## config.mk

```make
export PLATFORM = sky130hd
export DESIGN_NAME = adder_scan_observe
export DESIGN_NICKNAME = d
export VERILOG_FILES = /design/src/rtl/adder_dft_pkg.sv /design/src/rtl/scan_shift_reg.sv /design/src/rtl/adder_scan_observe.sv
export SDC_FILE = /design/constraint.sdc
export NUM_CORES = 1
export LEC_CHECK = 0
export BUFFER_PORTS_ARGS = -buffer_cell sky130_fd_sc_hd__buf_2
export CORE_MARGIN = 1
export CORE_UTILIZATION = 53
export DETAILED_ROUTE_END_ITERATION = 10
export GPL_ROUTABILITY_DRIVEN = 1
export HOLD_SLACK_MARGIN = 0.15
export PLACE_DENSITY = 0.77
export REMOVE_ABC_BUFFERS = 1
export SLEW_MARGIN = 10
export SYNTH_ARGS = -nofsm -noshare
export SYNTH_HDL_FRONTEND = slang
export SYNTH_SLANG_ARGS = --single-unit
```

## constraint.sdc

```tcl
create_clock -name clk -period 1.95 [get_ports clk]
set_clock_uncertainty 0.2 [all_clocks]
set_input_delay 0 -clock clk [delete_from_list [all_inputs] [get_ports clk]]
set_output_delay 0 -clock clk [all_outputs]
set_load 0.005 [all_outputs]
```

## src/rtl/adder_dft_pkg.sv

```systemverilog
// ---------------------------------------------------------------------------
// adder_dft_pkg
// Shared definitions for the adder DFT blocks (input-side test-mode mux and
// output-side scan observation).
//   ADDER_W       : default adder data width
//   scan_state_t  : observation FSM states (ST_IDLE, ST_SHIFT, ST_DONE)
//   cnt_width()   : width of a counter able to hold values 0 .. n-1
// ---------------------------------------------------------------------------
package adder_dft_pkg;

    localparam int ADDER_W = 16;

    typedef enum logic [1:0] {
        ST_IDLE  = 2'd0,
        ST_SHIFT = 2'd1,
        ST_DONE  = 2'd2
    } scan_state_t;

    // Never return zero, so a degenerate width still gives a legal vector.
    function automatic int cnt_width(input int n);
        return (n <= 2) ? 1 : $clog2(n);
    endfunction

endpackage

```

## src/rtl/scan_shift_reg.sv

```systemverilog
// ---------------------------------------------------------------------------
// scan_shift_reg
// Generic capture/shift register for a scan segment: parallel load, then
// serial shift toward bit 0 with enable. Serial data enters at the MSB.
// Ports:
//   clk       in   rising-edge clock
//   rst       in   synchronous active-high reset (clears the register)
//   load      in   parallel load of load_data (wins over shift_en)
//   load_data in   [W-1:0] data to capture
//   shift_en  in   shift right by one, scan_in into bit W-1
//   scan_in   in   serial input
//   ser_out   out  current bit 0 of the register
// ---------------------------------------------------------------------------
module scan_shift_reg #(
    parameter int W = 17
) (
    input  logic         clk,
    input  logic         rst,
    input  logic         load,
    input  logic [W-1:0] load_data,
    input  logic         shift_en,
    input  logic         scan_in,
    output logic         ser_out
);

    logic [W-1:0] sreg;

    always_ff @(posedge clk) begin
        if (rst) begin
            sreg <= '0;
        end else if (load) begin
            sreg <= load_data;
        end else if (shift_en) begin
            sreg <= {scan_in, sreg[W-1:1]};
        end
    end

    assign ser_out = sreg[0];

endmodule

```

## src/rtl/adder_scan_observe.sv

```systemverilog
// ---------------------------------------------------------------------------
// adder_scan_observe
// Observation-side DFT block for the N-bit adder. On start (in IDLE) it
// captures {cout, sum} and shifts it out LSB first on scan_out, one bit per
// unstalled cycle, then pulses done. scan_in daisy-chains a downstream
// segment into the MSB of the shift register.
// Ports:
//   clk        in   rising-edge clock
//   rst        in   synchronous active-high reset, highest priority
//   sum        in   [N-1:0] adder sum to observe
//   cout       in   adder carry-out to observe
//   start      in   capture request, honoured only in IDLE
//   stall      in   freezes shifting while high
//   scan_in    in   serial data into the shift register MSB
//   scan_out   out  serial data (sum[0] first, cout last); 0 when not valid
//   scan_valid out  scan_out carries a captured bit
//   busy       out  high in SHIFT and DONE
//   done       out  one-cycle pulse after the last bit
// ---------------------------------------------------------------------------
module adder_scan_observe
    import adder_dft_pkg::*;
#(
    parameter int N     = ADDER_W,
    parameter int CNT_W = cnt_width(N + 1)
) (
    input  logic         clk,
    input  logic         rst,
    input  logic [N-1:0] sum,
    input  logic         cout,
    input  logic         start,
    input  logic         stall,
    input  logic         scan_in,
    output logic         scan_out,
    output logic         scan_valid,
    output logic         busy,
    output logic         done
);

    localparam logic [CNT_W-1:0] LAST_BIT = CNT_W'(N);

    scan_state_t      state, state_next;
    logic [CNT_W-1:0] count, count_next;
    logic             load, shift_en, sreg_out;

    scan_shift_reg #(
        .W (N + 1)
    ) u_sreg (
        .clk       (clk),
        .rst       (rst),
        .load      (load),
        .load_data ({cout, sum}),
        .shift_en  (shift_en),
        .scan_in   (scan_in),
        .ser_out   (sreg_out)
    );

    always_ff @(posedge clk) begin
        if (rst) begin
            state <= ST_IDLE;
            count <= '0;
        end else begin
            state <= state_next;
            count <= count_next;
        end
    end

    // Next-state and outputs. The counter saturates at N on the final shift
    // so it never leaves the 0..N range.
    always_comb begin
        state_next = state;
        count_next = count;
        load       = 1'b0;
        shift_en   = 1'b0;
        scan_out   = 1'b0;
        scan_valid = 1'b0;
        busy       = 1'b0;
        done       = 1'b0;
        case (state)
            ST_IDLE: begin
                if (start) begin
                    load       = 1'b1;
                    count_next = '0;
                    state_next = ST_SHIFT;
                end
            end
            ST_SHIFT: begin
                scan_out   = sreg_out;
                scan_valid = 1'b1;
                busy       = 1'b1;
                if (!stall) begin
                    shift_en = 1'b1;
                    if (count == LAST_BIT) begin
                        state_next = ST_DONE;
                    end else begin
                        count_next = count + CNT_W'(1);
                    end
                end
            end
            ST_DONE: begin
                busy       = 1'b1;
                done       = 1'b1;
                state_next = ST_IDLE;
            end
            default: begin
                state_next = ST_IDLE;
            end
        endcase
    end

endmodule

```

* Word-level counts from Yosys, hierarchy flattened
Index checks and enable logic that the tools add are counted.
** Cells by class
- Add/subtract/negate cells :: 1
- Muxes and demuxes :: 18
- Equality and inequality tests :: 7
- Reduce and logical (&&, ||, !) cells :: 6
** Operator list (count)
- 17-bit two-way mux :: 2
- 5-bit two-way mux :: 3
- 5-bit case mux with 2 select lines :: 1
- 1-bit two-way mux :: 8
- 2-bit inequality test, second input constant :: 4
- 2-bit two-way mux :: 3
- 5-bit by 1-bit adder with 5-bit output, second input constant :: 1
- 5-bit equality test, second input constant :: 1
- 2-bit case mux with 2 select lines :: 1
- 4-bit AND reduction :: 1
- 2-bit nonzero test :: 2
- 3-bit AND reduction :: 1
- 2-bit by 1-bit equality test with 1-bit output, second input constant :: 1
- 2-bit equality test, second input constant :: 1
- 2-bit zero test :: 1
- 2-bit OR reduction :: 1
** Word-level totals
- Input bits :: 22
- Register bits :: 24

* Depth between registers and ports, before layout
Gate-level depths: netlist (run 1).
- Word-level depth :: 4
- Depth in mapped cells :: 8
- Mapped depth without buffers :: 6

* Cells and area by module
From an unflattened synthesis (run 1), not the netlist that was laid out.
** Unflattened totals
- Cell total of the unflattened synthesis :: 131
- Area total of the unflattened synthesis :: 1295.0 µm²
** By module, submodules not included
- scan_shift_reg :: times used 1, seq. area each 340.3 µm², area an instance 802.0 µm², cells an instance 75
- adder_scan_observe :: times used 1, seq. area each 140.1 µm², area an instance 493.0 µm², cells an instance 56

* Worst setup path before layout (run 1)
Ideal clock, no wire load.
- Path type :: register to register
- Start :: register state[1]
- End :: register count[3]
- Path buffers :: 2
- Stages on the path, launching flop included :: 9
- Period minus slack after synthesis :: 1.781 ns
- Data required time :: 1.633 ns
- Slack :: 0.169 ns
- Arrival time :: 1.464 ns
- Library setup time :: 0.117 ns
- Cells stage by stage :: dfxtp_1 > inv_1 > ha_1 > nor2b_4 > buf_6 > buf_12 > nand4_1 > xnor2_1 > a22o_1
** On the way
- Word-level cells in the longest chain between the ends :: 3
- Elaborated cells on any way between the ends :: 8
- Those cells by class :: eq/ne (4); mux (1); reduce/logical (3)
** Ends and longest elaborated chain
- start, declared :: RTL line adder_scan_observe.sv:41 : scan_state_t state, state_next;
- start signal, assigned :: RTL line adder_scan_observe.sv:62 : state <= state_next;
- 2-bit by 1-bit equality test with 1-bit output / 2-bit zero test (equally long branches) :: RTL line adder_scan_observe.sv:78 : case (state)
- 2-bit inequality test (no line) / 2-bit nonzero test (equally long branches)
- 4-bit AND reduction (no line)
- end signal, assigned :: RTL line adder_scan_observe.sv:63 : count <= count_next;
- end, declared :: RTL line adder_scan_observe.sv:42 : logic [CNT_W-1:0] count, count_next;
Parallel ways exist; a longest one is shown, timed or not.
A chain may end at the register's enable or synchronous reset.

* Worst setup path in the final report (run 1)
- Start :: register state[0]
- End :: register count[4]
The elaborated chain is that of the path after synthesis.

==> results of run 1 <==
synth_stat cells:
cell	instances
nor2b_1	4
and2_1	3
a211oi_1	17
a21o_1	3
buf_6	1
nand4bb_4	1
clkbuf_1	5
o22ai_1	1
nand3_1	1
a22o_1	1
mux2_1	1
buf_12	2
nand2_1	3
ha_1	5
nand3_2	2
inv_1	4
dfxtp_1	24
a221oi_2	1
a21oi_1	2
mux2i_1	17
nor2b_4	1
a41oi_2	1
o21ai_0	2
nand2b_1	3
nor2_1	20
nor3b_1	2
xnor2_1	1
nand4_1	3
nor3_1	3
cell usage in the layout (no fill, tap or decap), types with 3 or more instances in the layout:
cell type and count:
nand2b_1 3, nand2_1 3, nor3_1 3, buf_2 25
dlygate4sd3_1 21, and2_1 3, mux2i_1 17, nor2b_1 4
buf_4 6, nor2_1 20, dfxtp_1 24, ha_1 5
inv_1 4, a211oi_1 17, clkbuf_4 3, a21o_1 3
nand4_1 3
worst min-delay path by stage:
stage	depth (start not counted)	slack, ns	to
floorplan	1	-0.14	count[2]
global placement	2	0.07	count[2]
detailed placement	2	0.07	count[2]
CTS	3	0.25	count[2]
global route	3	0.27	count[2]
finish	3	0.26	count[2]
power breakdown:
| part | switching, mW | leakage (nW) | internal (mW) | total (mW) |
|---|---|---|---|---|
| clock network | 0.153 | 0.0279 | 0.208 | 0.361 |
| logic | 0.110 | 0.436 | 0.122 | 0.231 |
| registers | 0.0210 | 0.198 | 0.529 | 0.550 |
| total | 0.284 | 0.661 | 0.859 | 1.14 |
sequential cells by signal, summed over array words and instances (netlist names):
| name | flops |
|---|---|
| state | 2 |
| count | 5 |
| u_sreg.sreg | 17 |
cell families after synthesis:
group,synth area share (%)
xor gates and xnor gates,0.674
and+or+nand+nor,20.3
DFF,37.0
muxes,14.0
AOI/OAI and AO/OA,16.7
adders and majority gates,4.82
buffers and inverters,6.55
timing repair:
item                                   CTS  global route
endpoints found under the hold margin   24             0
resized for setup                        0             0
hold buffers                            21             0
worst max-delay path: stages, from the launching register on:
cell and delay (ns):
dfxtp_1 0.38, inv_1 0.07, ha_1 0.29, nor3b_1 0.30, a221oi_2 0.11, a21o_1 0.17
a21o_1 0.16
metal layers:
metal	part of all wire, %	GRT usage [%]	vias up
met5	0	0	-
met4	0.59	5.86	0
met2	49	41.3	32
met3	4.3	6.14	2
li1	-	-	580
met1	46	27.0	505
final cells by class:
type	count	area, um^2
sequential	24	480
tap	28	35.0
fill	161	558
multi-input combinational	98	733
clock buffer	3	22.5
timing repair buffer	52	380
clock inverter	1	30.0
inverter	4	15.0
stage by stage:
step           cells  util [%]  hold slack, ns  cell area, um^2  power [mW]
3_5_place_dp     185      63.6          0.0664             1430       0.755
2_1_floorplan    126         -          -0.137             1230       0.681
3_3_place_gp     185      63.6          0.0708             1430       0.748
6_report         210      75.2           0.260             1700        1.14
4_1_cts          210      75.2           0.251             1700        1.15
5_1_grt          210      75.2           0.267             1700        1.20
==> metrics.csv, run 1 <==
stage,metric,value,unit
sta,min setup slack post-route,0.168,ns
routing,Via density,5.33,
clock_network,H-tree levels,1,
die,Initial Utilization,57.6,%
synthesis,"area leader, netlist",dfxtp_1,
clock_network,clk sinks,24,
die,die height,51.5,um
synthesis,"Cell Area, Synth",1300,um^2
clock_network,Post-CTS Repair Setup Buffers,0,
sta,max_slew headroom,81.1,%
clock_network,Root Buffer,clkbuf_4,
worst_setup_path,crit path to,count[4],
worst_setup_path,Worst R2R Path Depth,6,
pwr,Peak VDD IR,776,uV
synthesis,Synth top area share,37.0,%
global_routing,antenna violations before repair,0,
clock_network,Max clock buf depth,2,
worst_setup_path,reg2reg end,count[4],
worst_setup_path,CP required,1.98,ns
routing,final wirelength,2690,um
worst_setup_path,R2R Setup Slk,0.17,ns
global_routing,largest net degree at the start of global routing,20,
clock_network,Worst-path clk slew,0.13,ns
cells_and_area,ANT cells,0,
cells_and_area,area grow syn2layout,30.6,%
clock_network,Clock Latency Late Sink,0.31,ns
worst_setup_path,reg-to-reg startpoint,state[0],
global_routing,GRT Total Usage,23.1,%
sta,final max-slew violation count,0,
placement,DP HPWL,1730,um
sta,Final Hold Fails,0,
worst_setup_path,Crit. End Element,flop,
placement,Post-Place Worst Slack,0.208,ns
placement,Port Buffers,25,
pwr,leakage power,0.661,nW
sta,RSZ-0062 raised after global routing,false,
global_routing,first-pass GRT wire length,4570,um
worst_setup_path,Setup CP Type,reg2reg,
die,number of cell rows,17,
synthesis,distinct cell type count after synthesis,29,
routing,DRT iter0 DRCs,20,
pwr,PwrDens,673,nW/um^2
synthesis,Synth Area per Inst,9.69,um^2
routing,DR DRC count,0,
placement,global placement routability congestion,0.850,
worst_setup_path,WP data arrival,1.81,ns
synthesis,Synth Instances,134,
flow_run,MaxCap Viol Count,0,
die,die area,2650,um^2
worst_hold_path,hold path startpoint,rst,
sta,Finish-stage setup viols,0,
worst_setup_path,crit path from,state[0],
synthesis,synth warn,0,
routing,total number of vias,1119,
cells_and_area,Layout Nets,210,
routing,DR WL/cell,12.8,um
sta,fin crit period,1.78,ns
clock_network,TritonCTS clock tree,yes,
synthesis,top post-synthesis cells by area,"dfxtp_1, mux2i_1, a211oi_1, nor2_1, ha_1",
global_routing,vias in the first global route,1094,
clock_network,CTS buffer count,3,
worst_setup_path,worst-path fanout max,7,
routing,drt pass-1 iters,4,
worst_setup_path,Worst setup SP type,flop,
routing,ANT nets after route,0,
synthesis,Seq cells post-synth,24,
die,core area,2250,um^2
global_routing,gr ovfl total,0,
synthesis,sequential area share after synthesis,37.0,%
die,Die X,51.5,um
sta,Setup TNS,0,ns
sta,Tightest Pin Transition,0.283,ns
cells_and_area,layout cells sized above 1,22.5,%
die,# IOs,26,
sta,Max Fclk,561,MHz
worst_hold_path,min-delay worst type,in2reg,
sta,final worst-path cycle share,91.4,%
status,outcome,finished clean,
(Power assumes the default switching activity.)
==> run 2, diff against run 1 <==
--- a/config.mk
+++ b/config.mk
@@ -7,11 +7,12 @@
 export LEC_CHECK = 0
 export BUFFER_PORTS_ARGS = -buffer_cell sky130_fd_sc_hd__buf_2
 export CORE_MARGIN = 1
-export CORE_UTILIZATION = 53
+export CORE_UTILIZATION = 56
+export CTS_BUF_LIST = sky130_fd_sc_hd__clkbuf_2 sky130_fd_sc_hd__clkbuf_4 sky130_fd_sc_hd__clkbuf_8
 export DETAILED_ROUTE_END_ITERATION = 10
 export GPL_ROUTABILITY_DRIVEN = 1
 export HOLD_SLACK_MARGIN = 0.15
-export PLACE_DENSITY = 0.77
+export PLACE_DENSITY = 0.81
 export REMOVE_ABC_BUFFERS = 1
 export SLEW_MARGIN = 10
 export SYNTH_ARGS = -nofsm -noshare
==> metrics.csv, run 2 (synthesized netlist as in run 1, its figures left out) <==
stage,metric,value,unit,change
worst_setup_path,buffer and inverter count on the worst path,2,,+1
sta,min setup slack post-route,0.112,ns,-0.0556 ns
clock_network,TritonCTS clock tree,yes,,
die,# IOs,26,,unchanged
cells_and_area,ANT cells,0,,unchanged
sta,Final Hold Fails,0,,unchanged
worst_setup_path,reg2reg end,u_sreg.sreg[8],,
global_routing,gr ovfl total,0,,unchanged
routing,final wirelength,2890,um,+7.4%
global_routing,antenna violations before repair,0,,unchanged
global_routing,GR met3 Demand/Resource,4.24,%,-1.9 points
worst_hold_path,min-delay worst type,in2reg,,
cells_and_area,"commonest non-fill, non-tap cell in the layout",buf_2,,
worst_setup_path,crit path cell chain,inv_1 > ha_2 > nor2b_4 > buf_4 > mux2i_1 > a211oi_1,,
routing,ANT nets after route,0,,unchanged
status,outcome,finished clean,,
placement,global placement routability congestion,0.884,,+4.1%
cells_and_area,area grow syn2layout,32.0,%,
cells_and_area,largest registers,"u_sreg.sreg x17, count x5, state x2",,
worst_setup_path,Worst setup SP type,flop,,
sta,final worst-path cycle share,94.2,%,+2.8 points
pwr,leakage power,0.671,nW,+1.4%
worst_setup_path,CP required,1.96,ns,-0.02 ns
cells_and_area,Layout Nets,212,,+0.95%
clock_network,Max clock buf depth,2,,unchanged
placement,Port Buffers,25,,unchanged
global_routing,GRT Total Usage,26.0,%,+2.9 points
sta,hold_ws,0.301,ns,+0.0418 ns
worst_setup_path,Crit. End Element,flop,,
worst_setup_path,WP data arrival,1.85,ns,+0.04 ns
sta,Tightest Pin Transition,0.307,ns,+0.0236 ns
pwr,Peak VDD IR,601,uV,-22%
routing,total number of vias,1142,,+2.1%
sta,Finish-stage setup viols,0,,unchanged
worst_hold_path,end of the worst hold path,u_sreg.sreg[6],,
die,number of cell rows,17,,unchanged
global_routing,vias in the first global route,1136,,+3.8%
global_routing,met1 Usage GRT,32.7,%,+5.7 points
worst_setup_path,R2R Setup Slk,0.11,ns,-0.06 ns
sta,RSZ-0062 raised after global routing,false,,
sta,fin crit period,1.84,ns,+0.0556 ns
sta,Max Fclk,544,MHz,-3.0%
worst_setup_path,Worst R2R Path Depth,6,,unchanged
worst_setup_path,critical path's top delay family,flip-flops,,
flow_run,MaxCap Viol Count,0,,unchanged
global_routing,Top Usage Layer GRT,met2,,
pwr,PwrDens,673,nW/um^2,about the same
routing,Via density,5.39,,+1.1%
routing,DRT iter0 DRCs,30,,+50%
clock_network,Clock Latency Late Sink,0.32,ns,about the same
die,Die X,50.2,um,-2.6%
global_routing,met2 usage in global routing,44.0,%,+2.7 points
placement,Post-Place Worst Slack,0.137,ns,-0.0709 ns
cells_and_area,largest register by flop count,u_sreg.sreg,,
worst_hold_path,Hold Path Cell Cnt,4,,+1
worst_setup_path,reg-to-reg startpoint,state[1],,
worst_setup_path,crit path from,state[1],,
clock_network,CTS buffer count,3,,unchanged
clock_network,Root Buffer,clkbuf_4,,
sta,max_slew headroom,79.5,%,-1.6 points
cells_and_area,max FFs per register,17,,unchanged
worst_setup_path,CP max-delay cell,dfxtp_1,,
sta,final max-slew violation count,0,,unchanged
routing,DR WL/cell,13.6,um,+6.4%
placement,Post-DP Area,1430,um^2,unchanged
placement,DP HPWL,1810,um,+5.0%
cells_and_area,layout cells sized above 1,23.9,%,+1.4 points
die,Initial Utilization,59.3,%,+1.7 points
global_routing,largest net degree at the start of global routing,22,,+10%
routing,drt pass-1 iters,4,,unchanged
cells_and_area,Fill cells,138,,-14%
routing,DR DRC count,0,,unchanged
global_routing,first-pass GRT wire length,4930,um,+7.7%
die,die height,50.2,um,-2.6%
worst_setup_path,Setup CP Type,reg2reg,,
die,core area,2190,um^2,-2.8%
clock_network,clk sinks,24,,unchanged
die,die area,2520,um^2,-5.2%
cells_and_area,"commonest cells after routing, fill and taps aside","buf_2, dfxtp_1, dlygate4sd3_1, nor2_1",,
worst_setup_path,worst-path fanout max,11,,+4
clock_network,Worst-path clk slew,0.13,ns,about the same
clock_network,H-tree levels,1,,unchanged
worst_setup_path,Worst path max stage delay,0.35,ns,-0.03 ns
worst_hold_path,hold path startpoint,sum[6],,
cells_and_area,fin area,1710,um^2,+1.0%
run 2: cell count changes in the layout (fill, tap and decap cells not counted):
cell | previous run | this run
ha_1 | 5 | 4
ha_2 | 0 | 1
buf_4 | 6 | 8
run 2: cell type report:
type                            instances  area [um^2]  area share (%)
Timing Repair Buffer                   54          395            23.1
Sequential cell                        24          480            28.0
Inverter                                4         15.0           0.876
Tap cell                               28         35.0            2.04
Clock inverter                          1         30.0            1.75
Multi-Input combinational cell         98          736            42.9
Clock buffer                            3         22.5            1.31
run 2: worst max-delay path by stage:
| stage | end | depth (start not counted) | slack [ns] |
|---|---|---|---|
| 6_report | u_sreg.sreg[8] | 6 | 0.11 |
| 5_1_grt | u_sreg.sreg[8] | 6 | 0.004 |
| 4_1_cts | u_sreg.sreg[9] | 6 | 0.10 |
| 3_5_place_dp | u_sreg.sreg[5] | 6 | 0.14 |
| 3_3_place_gp | count[4] | 6 | 0.21 |
| 2_1_floorplan | count[4] | 6 | -0.11 |
run 2: tightest hold or removal path, delay by kind of cell:
kind | cells | cell delay, ns
AO/OA/AOI/OAI | 1 | 0.05
buffers and inverters | 2 | 0.65
AND/OR/NAND/NOR | 1 | 0.09
run 2: layer usage:
| layer | vias up | wire (um) | share of wire (%) |
|---|---|---|---|
| met5 | - | 0 | 0 |
| met4 | 0 | 61 | 2.1 |
| met3 | 6 | 115 | 4.0 |
| met2 | 36 | 1380 | 48 |
| met1 | 516 | 1330 | 46 |
| li1 | 584 | - | - |
run 2: report_power, final:
part	switching (mW)	total [mW]	internal (mW)
Combinational	0.114	0.239	0.126
Sequential	0.0236	0.553	0.529
Clock	0.153	0.361	0.208
Total	0.290	1.15	0.863
run 2: stage by stage:
step                      util [%]  power (mW)  TNS, ns  instances
final                         78.2        1.15        0        212
after global routing          78.2        1.21        0        212
after CTS                     77.4        1.15        0        210
after detailed placement      65.4       0.759        0        185
after global placement        65.4       0.750        0        185
after floorplan                  -       0.681   -0.270        126
run 2: repair_timing:
action	in CTS	in global routing
endpoints found under the setup margin	0	7
hold buffers	21	0
setup buffers	0	2
hold endpoints to repair	24	0
resized for setup	0	1
